--- src/rtl/hashmap_arb_pkg.sv ---
// hashmap_arb_pkg: shared widths and the lookup tag type for hashmap_arbiter
package hashmap_arb_pkg;
  localparam int MAX_CLIENTS = 8;
  localparam int CLIENT_ID_BITS = (MAX_CLIENTS > 1) ? $clog2(MAX_CLIENTS) : 1;
  typedef struct packed {
    logic vld;
    logic [CLIENT_ID_BITS-1:0] id;
  } tag_t;
endpackage

--- src/rtl/hashmap_arbiter_rr.sv ---
// rr_arbiter: picks the first requester at or after ptr, modulo N
// ports: req/ptr/en in, gnt one-hot and gnt_idx out (zero when nothing granted)
module rr_arbiter #(
  parameter int N = 4,
  parameter int IW = (N > 1) ? $clog2(N) : 1
) (
  input  logic [N-1:0]  req,
  input  logic [IW-1:0] ptr,
  input  logic          en,
  output logic [N-1:0]  gnt,
  output logic [IW-1:0] gnt_idx
);
  always_comb begin
    int idx;
    logic found;
    gnt = '0;
    gnt_idx = '0;
    found = 1'b0;
    idx = 0;
    for (int k = 0; k < N; k++) begin
      idx = (int'(ptr) + k >= N) ? int'(ptr) + k - N : int'(ptr) + k;
      if (en && !found && req[idx]) begin
        found = 1'b1;
        gnt[idx] = 1'b1;
        gnt_idx = IW'(idx);
      end
    end
  end
endmodule

--- src/rtl/hashmap_arbiter.sv ---
// hashmap_arbiter: shares one hashmap between NUM_CLIENTS requesters on insert and lookup channels
// ports: cl_ins_* / cl_req_* client requests, cl_rsp_* responses, insert/busy/ins_*, lookup/key/modify/del/mod_value/valid/value to the hashmap
module hashmap_arbiter
  import hashmap_arb_pkg::*;
#(
  parameter int NUM_CLIENTS  = 4,
  parameter int NUM_KEY_BITS = 64,
  parameter int NUM_VAL_BITS = 64,
  parameter int LOOKUP_LAT   = 6
) (
  input  logic                                     clk,
  input  logic                                     rst_n,
  input  logic [NUM_CLIENTS-1:0]                   cl_ins_valid,
  output logic [NUM_CLIENTS-1:0]                   cl_ins_ready,
  input  logic [NUM_CLIENTS-1:0][NUM_KEY_BITS-1:0] cl_ins_key,
  input  logic [NUM_CLIENTS-1:0][NUM_VAL_BITS-1:0] cl_ins_value,
  input  logic [NUM_CLIENTS-1:0]                   cl_req_valid,
  output logic [NUM_CLIENTS-1:0]                   cl_req_ready,
  input  logic [NUM_CLIENTS-1:0][NUM_KEY_BITS-1:0] cl_req_key,
  input  logic [NUM_CLIENTS-1:0]                   cl_req_modify,
  input  logic [NUM_CLIENTS-1:0]                   cl_req_del,
  input  logic [NUM_CLIENTS-1:0][NUM_VAL_BITS-1:0] cl_req_mod_value,
  output logic [NUM_CLIENTS-1:0]                   cl_rsp_done,
  output logic                                     cl_rsp_hit,
  output logic [NUM_VAL_BITS-1:0]                  cl_rsp_value,
  output logic                                     insert,
  input  logic                                     busy,
  output logic [NUM_KEY_BITS-1:0]                  ins_key,
  output logic [NUM_VAL_BITS-1:0]                  ins_value,
  output logic                                     lookup,
  output logic [NUM_KEY_BITS-1:0]                  key,
  output logic                                     modify,
  output logic                                     del,
  output logic [NUM_VAL_BITS-1:0]                  mod_value,
  input  logic                                     valid,
  input  logic [NUM_VAL_BITS-1:0]                  value
);
  localparam int IW = (NUM_CLIENTS > 1) ? $clog2(NUM_CLIENTS) : 1;
  logic [IW-1:0] ins_ptr, req_ptr, ins_idx, req_idx;
  logic [NUM_CLIENTS-1:0] ins_gnt, req_gnt;
  logic [CLIENT_ID_BITS-1:0] lk_id;
  tag_t tags [LOOKUP_LAT];
  tag_t last;
  // a registered insert blocks the next grant, leaving the hashmap a cycle to raise busy
  rr_arbiter #(.N(NUM_CLIENTS), .IW(IW)) u_ins_arb (
    .req(cl_ins_valid), .ptr(ins_ptr), .en(!busy && !insert), .gnt(ins_gnt), .gnt_idx(ins_idx)
  );
  rr_arbiter #(.N(NUM_CLIENTS), .IW(IW)) u_req_arb (
    .req(cl_req_valid), .ptr(req_ptr), .en(1'b1), .gnt(req_gnt), .gnt_idx(req_idx)
  );
  assign cl_ins_ready = ins_gnt;
  assign cl_req_ready = req_gnt;
  assign last = tags[LOOKUP_LAT-1];
  always_ff @(posedge clk or negedge rst_n) begin
    if (!rst_n) begin
      insert    <= 1'b0;
      ins_key   <= '0;
      ins_value <= '0;
      ins_ptr   <= '0;
    end else begin
      insert <= |ins_gnt;
      if (|ins_gnt) begin
        ins_key   <= cl_ins_key[ins_idx];
        ins_value <= cl_ins_value[ins_idx];
        ins_ptr   <= (ins_idx == IW'(NUM_CLIENTS - 1)) ? '0 : ins_idx + 1'b1;
      end
    end
  end
  always_ff @(posedge clk or negedge rst_n) begin
    if (!rst_n) begin
      lookup    <= 1'b0;
      modify    <= 1'b0;
      del       <= 1'b0;
      key       <= '0;
      mod_value <= '0;
      req_ptr   <= '0;
      lk_id     <= '0;
    end else begin
      lookup <= |req_gnt;
      del    <= |req_gnt && cl_req_del[req_idx];
      modify <= |req_gnt && cl_req_modify[req_idx] && !cl_req_del[req_idx];
      if (|req_gnt) begin
        key       <= cl_req_key[req_idx];
        mod_value <= cl_req_mod_value[req_idx];
        lk_id     <= CLIENT_ID_BITS'(req_idx);
        req_ptr   <= (req_idx == IW'(NUM_CLIENTS - 1)) ? '0 : req_idx + 1'b1;
      end
    end
  end
  // the last tag stage lines up with the hashmap's valid/value sample point
  always_ff @(posedge clk or negedge rst_n) begin
    if (!rst_n) begin
      for (int i = 0; i < LOOKUP_LAT; i++) tags[i] <= '0;
      cl_rsp_done  <= '0;
      cl_rsp_hit   <= 1'b0;
      cl_rsp_value <= '0;
    end else begin
      tags[0] <= '{vld: lookup, id: lk_id};
      for (int i = 1; i < LOOKUP_LAT; i++) tags[i] <= tags[i-1];
      cl_rsp_done <= last.vld ? NUM_CLIENTS'(1) << last.id : '0;
      if (last.vld) begin
        cl_rsp_hit   <= valid;
        cl_rsp_value <= value;
      end
    end
  end
endmodule

--- config.mk ---
export PLATFORM = sky130hd
export DESIGN_NAME = hashmap_arbiter
export DESIGN_NICKNAME = d
export VERILOG_FILES = /design/src/rtl/hashmap_arb_pkg.sv /design/src/rtl/hashmap_arbiter_rr.sv /design/src/rtl/hashmap_arbiter.sv
export SDC_FILE = /design/constraint.sdc
export NUM_CORES = 1
export LEC_CHECK = 0
export CORE_AREA = 3 3 562 564
export DETAILED_ROUTE_END_ITERATION = 10
export DIE_AREA = 0 0 565 567
export GPL_TIMING_DRIVEN = 0
export SLEW_MARGIN = 20
export SYNTH_ARGS = -nofsm -noshare
export SYNTH_HDL_FRONTEND = slang
export SYNTH_SLANG_ARGS = --single-unit
--- constraint.sdc ---
create_clock -name clk -period 6.29 [get_ports clk]
set_input_delay 0.9435 -clock clk [delete_from_list [all_inputs] [get_ports clk]]
set_output_delay 0.9435 -clock clk [all_outputs]
set_load 0.05 [all_outputs]
[After elaboration in Yosys (flattened, before gate mapping)]
Index checks and enable logic that the tools add are counted.
Storage, ports and cells
  bits in registers: 353
  output and inout bits: 337
  input bits: 1108
Cells by class
  add/sub/neg operators: 16
  multiplexer cells: 85
  equality and inequality tests: 2
  shifts and indexed selects: 1
  reduce and logical (&&, ||, !) cells: 33
  magnitude comparators: 26
  bitwise logic cells: 6
Operators by type and width (count)
  64-bit binary-select mux with 2-bit select: 4
  32-bit by 1-bit greater-or-equal comparator with 1-bit output, second input constant: 8
  32-bit by 4-bit less-than comparator with 1-bit output, second input constant: 8
  32-bit two-way mux: 8
  64-bit two-way mux: 4
  32-bit by 4-bit greater-or-equal comparator with 1-bit output, second input constant: 6
  32-bit by 4-bit subtractor with 32-bit output, second input constant: 6
  4-bit two-way mux: 9
  1-bit two-way mux: 32
  4-bit bitwise OR: 6
  1-bit logical AND: 22
  1-bit binary-select mux with 2-bit select: 10
  2-bit two-way mux: 10
  1-bit demux with 2-bit select: 8
  2-bit by 2-bit adder with 3-bit output, second input constant: 4
  1-bit zero test: 9
  4-bit OR reduction: 2
  2-bit by 3-bit subtractor with 4-bit output, second input constant: 2
  2-bit by 1-bit adder with 3-bit output, second input constant: 2
  2-bit by 3-bit greater-or-equal comparator with 1-bit output, second input constant: 2
  2-bit by 3-bit less-than comparator with 1-bit output, second input constant: 2
  2-bit by 1-bit adder with 2-bit output, second input constant: 2
  2-bit == test, second input constant: 2
  1-bit by 2-bit left shift with 4-bit output, first input constant: 1

[Depth between registers and ports, before layout]
  word-level depth: 21
  depth in mapped cells: 13
  mapped depth without buffers: 9

[Modules after synthesis]
A second synthesis with hierarchy kept.
Second synthesis, totals
  cell total of the unflattened synthesis: 1175
  area, all modules: 20360.8 um^2
Modules (own cells, without submodules)
  hashmap_arbiter: instances 1, area each 19304.8 um^2, cells each 1049
  rr_arbiter (u_ins_arb): instances 1, area each 549.3 um^2, cells each 68
  rr_arbiter (u_req_arb): instances 1, area each 506.7 um^2, cells each 58

[Worst setup path before layout]
No wires, ideal clock.
  path type: flip-flop to flip-flop
  start point: register req_ptr[0]
  end point: register key[60]
  data required time: 6.165 ns
  stages on the path, launching flop included: 11
  setup slack: 2.679 ns
  buffers on the path: 3
  arrival time: 3.486 ns
  cells stage by stage: dfrtp_1 > buf_6 > inv_1 > ha_1 > mux4_2 > nor4b_4 > o31a_1 > buf_2 > buf_1 > mux4_2 > mux2_2
On the way
  word-level cells in the longest chain between the ends: 17
  elaborated cells on any way between the ends: 70
Ends and longest elaborated chain
  from (decl): line hashmap_arbiter.sv:39  | logic [IW-1:0] ins_ptr, req_ptr, ins_idx, req_idx;
  from (signal assigned): line hashmap_arbiter.sv:86  | req_ptr <= (req_idx == IW'(NUM_CLIENTS - 1)) ? '0 : req_idx + 1'b1;
  branches (longest 17 deep; another with 32-bit by 4-bit subtractor with 32-bit output)
  to (signal assigned): line hashmap_arbiter.sv:83  | key <= cl_req_key[req_idx];
  to (decl): line hashmap_arbiter.sv:31  | output logic [NUM_KEY_BITS-1:0] key,
Parallel ways; which one is timed is not known. The select of a mux whose other input is x is not followed.
A chain may end at the register's enable or synchronous reset.

[Worst setup path in the final report]
  start point: register ins_ptr[0]
  end point: register ins_key[62]
On the way
  word-level cells in the longest chain between the ends: 21
  elaborated cells on any way between the ends: 74
Ends and longest elaborated chain
  from (decl): line hashmap_arbiter.sv:39
  from (signal assigned): line hashmap_arbiter.sv:65  | ins_ptr <= (ins_idx == IW'(NUM_CLIENTS - 1)) ? '0 : ins_idx + 1'b1;
  branches (longest 21 deep; another with 32-bit by 4-bit subtractor with 32-bit output)
  to (signal assigned): line hashmap_arbiter.sv:63  | ins_key <= cl_ins_key[ins_idx];
  to (decl): line hashmap_arbiter.sv:28  | output logic [NUM_KEY_BITS-1:0] ins_key,
Parallel ways; which one is timed is not known. The select of a mux whose other input is x is not followed.

==> impl_metrics.toml <==
[worst_setup_path]
cp_top_family = "buffers and inverters"
crit_arrival_ns = 6.51
setup.worst_path.end_class = "flip-flop"
path_cells = "buf_2 > inv_1 > ha_1 > mux4_2 > nor2b_1 > o211ai_1 > nand2_1 > clkbuf_2 > buf_16 > clkbuf_1 > a211oi_1 > a311oi_1 > a21o_1"
start_kind = "flip-flop"
max_stage_delay_ns = 0.86
crit_fanout = 10
required_ns = 6.91
path_class = "flip-flop to flip-flop"
cpMaxStageDelayCell = "a311oi_1"
crit_buf_inv = 5

[logic_synthesis]
synth.distinct_cells = 42
yosysSeqAreaShare = 0.429
syn_area_um2 = 20600
synthFlopType = "dfrtp_1"
ys_ff_latch = 353
syn_nets = 2883
synth-async-reset-ratio = 1.00
synth_cells = 1759
synth_edf_count = 0
avgSynthCellArea_um2 = 11.7
ys_warn_count = 0

[floorplan]
die_h_um = 567
die_w_um = 565
row_count = 205
io_pins = 1445
dieArea_um2 = 320000
start_util = 0.0661
core_um2 = 311000

[power_and_ir_drop]
clkPwrFrac = 0.115
power.density_nw_per_um2 = 671
comb_power_share = 0.735
power.internal_mw = 13.1
switching_share = 0.545
switching_power_mw = 15.7
pwr-share-seq = 0.150
leakagePower_nw = 15.9
ir_drop_v = 0.000351

[sta]
tightestPinTransition_ns = 1.43
slew_violations = 0
layout_min_cycle_time_ns = 5.89
period_share = 0.936
max_slew_margin = 0.0435
clock.fmax_ghz = 0.170
setup_violations = 0
hold_viol_final = 0
skew_ns = 0.0589
rsz0062_at_grt = "no"
hold_ws_ns = 0.161

[drt]
vias = 24197
detail_route.wirelength_mm = 242
drt_iter0_drc = 1882
routed_via_density = 3.21
ant_nets = 0
drc = 0
drt_first_pass_iters = 5
wire_per_inst_um = 32.2

[layout]
drive_gt1_frac = 0.166
seqCellArea_um2 = 8830
final_area_um2 = 42800
layout_common_cells = "clkdlybuf4s50_1, dfrtp_1, nand2_1"
area_growth_pct = 108
fill_cells = 35086
final_common_cell = "clkdlybuf4s50_1"
multi_input_area_um2 = 11200
final_nets = 4401
finish.utilization = 0.138

[clocking]
cts_tree = "yes"
root_buffer = "clkbuf_16"
worstSkewPairLatency_ns = 0.71
clock-sinks = 353
path_clk_slew_ns = 0.06
clockBufferDepth = 3
cts_resized = 0
htree_levels = 2
hold_buffers = 0
cts_buffers = 51
post_cts_buffers = 0

[place]
hpwl_mm = 217
io_buffers = 1444
globalplace.congestion = 1.01
place_area_um2 = 40800

[grt]
grt_max_degree = 84
grtUsageTotal = 0.145
grt_pass1_wl_mm = 295
antenna_found_initial = 173
overflow = 0
grt_pass1_vias = 25238

[run_status]
status = "complete, no violations"

[hold_path]
hold_path_class = "input pin to asynchronous set/reset pin"

[run]
cap_violations = 0
## cell families after synthesis
group,share of synthesized area
AO/OA/AOI/OAI,0.161
adder cells (fa/ha/maj),0.00973
XOR/XNOR,0.000851
flip-flops,0.429
multiplexers,0.260
buffers and inverters,0.0401
AND/OR/NAND/NOR,0.100
## routing by layer
metal,vias to the layer above,global-route usage,wire length [um]
met5,-,0,439
li1,9930,-,-
met2,1691,0.236,112000
met1,12094,0.155,87400
met3,416,0.0745,31400
met4,66,0.0643,11600
## Yosys cell counts, types with 9 or more instances
master,instances,area [um^2]
dfrtp_1,353,8830
nand2_1,270,1010
mux2_2,194,2180
mux4_2,137,3090
and3_1,133,832
a311oi_1,132,1160
a21o_1,131,983
a211oi_1,128,961
clkbuf_1,127,477
buf_2,36,180
ha_1,16,200
buf_1,13,48.8
inv_1,11,41.3
a21oi_1,9,45.0
## power by group through the flow
stage / registers, mW / clock network (mW) / logic, mW
after floorplan: 7.74 / 0 / 8.17
after global placement: 4.31 / 0 / 21.1
after detailed placement: 4.33 / 0 / 21.6
after CTS: 4.32 / 3.48 / 21.7
after global routing: 4.44 / 3.55 / 22.3
final: 4.30 / 3.31 / 21.1
## path summary, 6_finish.rpt
| kind | from | end | slack, ns | cells past startpoint |
|---|---|---|---|---|
| max | ins_ptr[0] | ins_key[62] | 0.40 | 13 |
| min in group clk | tags[8] | tags[4] | 0.35 | 0 |
| min | rst_n | cl_rsp_done[1] | 0.16 | 1 |
| max reg2reg | ins_ptr[0] | ins_key[62] | 0.40 | 13 |
| min reg2reg | tags[8] | tags[4] | 0.35 | 0 |
| max in group asynchronous | rst_n | ins_key[16] | 4.67 | 3 |
## state kept, by name, summed over array words and instances, names as in the netlist, 3 cells and up
name,cells
cl_rsp_done,4
cl_rsp_value,64
ins_key,64
ins_value,64
key,64
last,3
mod_value,64
tags,15
## metrics by stage
stage / power (mW) / setup slack (ns) / TNS, ns / std cells
2_1_floorplan: 15.9 / 2.68 / 0 / 1759
3_3_place_gp: 25.5 / -13.76 / -4806.94 / 7343
3_5_place_dp: 25.9 / -0.00549 / -0.00549 / 7364
4_1_cts: 29.5 / 0.189 / 0 / 7460
5_1_grt: 30.3 / 0.0422 / 0 / 7501
6_report: 28.7 / 0.404 / 0 / 7532
## area by class of cell
cell class	count	area share
plain buffers	183	0.0189
multi-input cells	1212	0.260
clock inverters	33	0.0121
clock buffers	63	0.0320
flip-flops and latches	353	0.206
well taps	4140	0.121
repair buffers	1465	0.344
inverters	11	0.000964
diodes	72	0.00421
(Power assumes the default switching activity.)
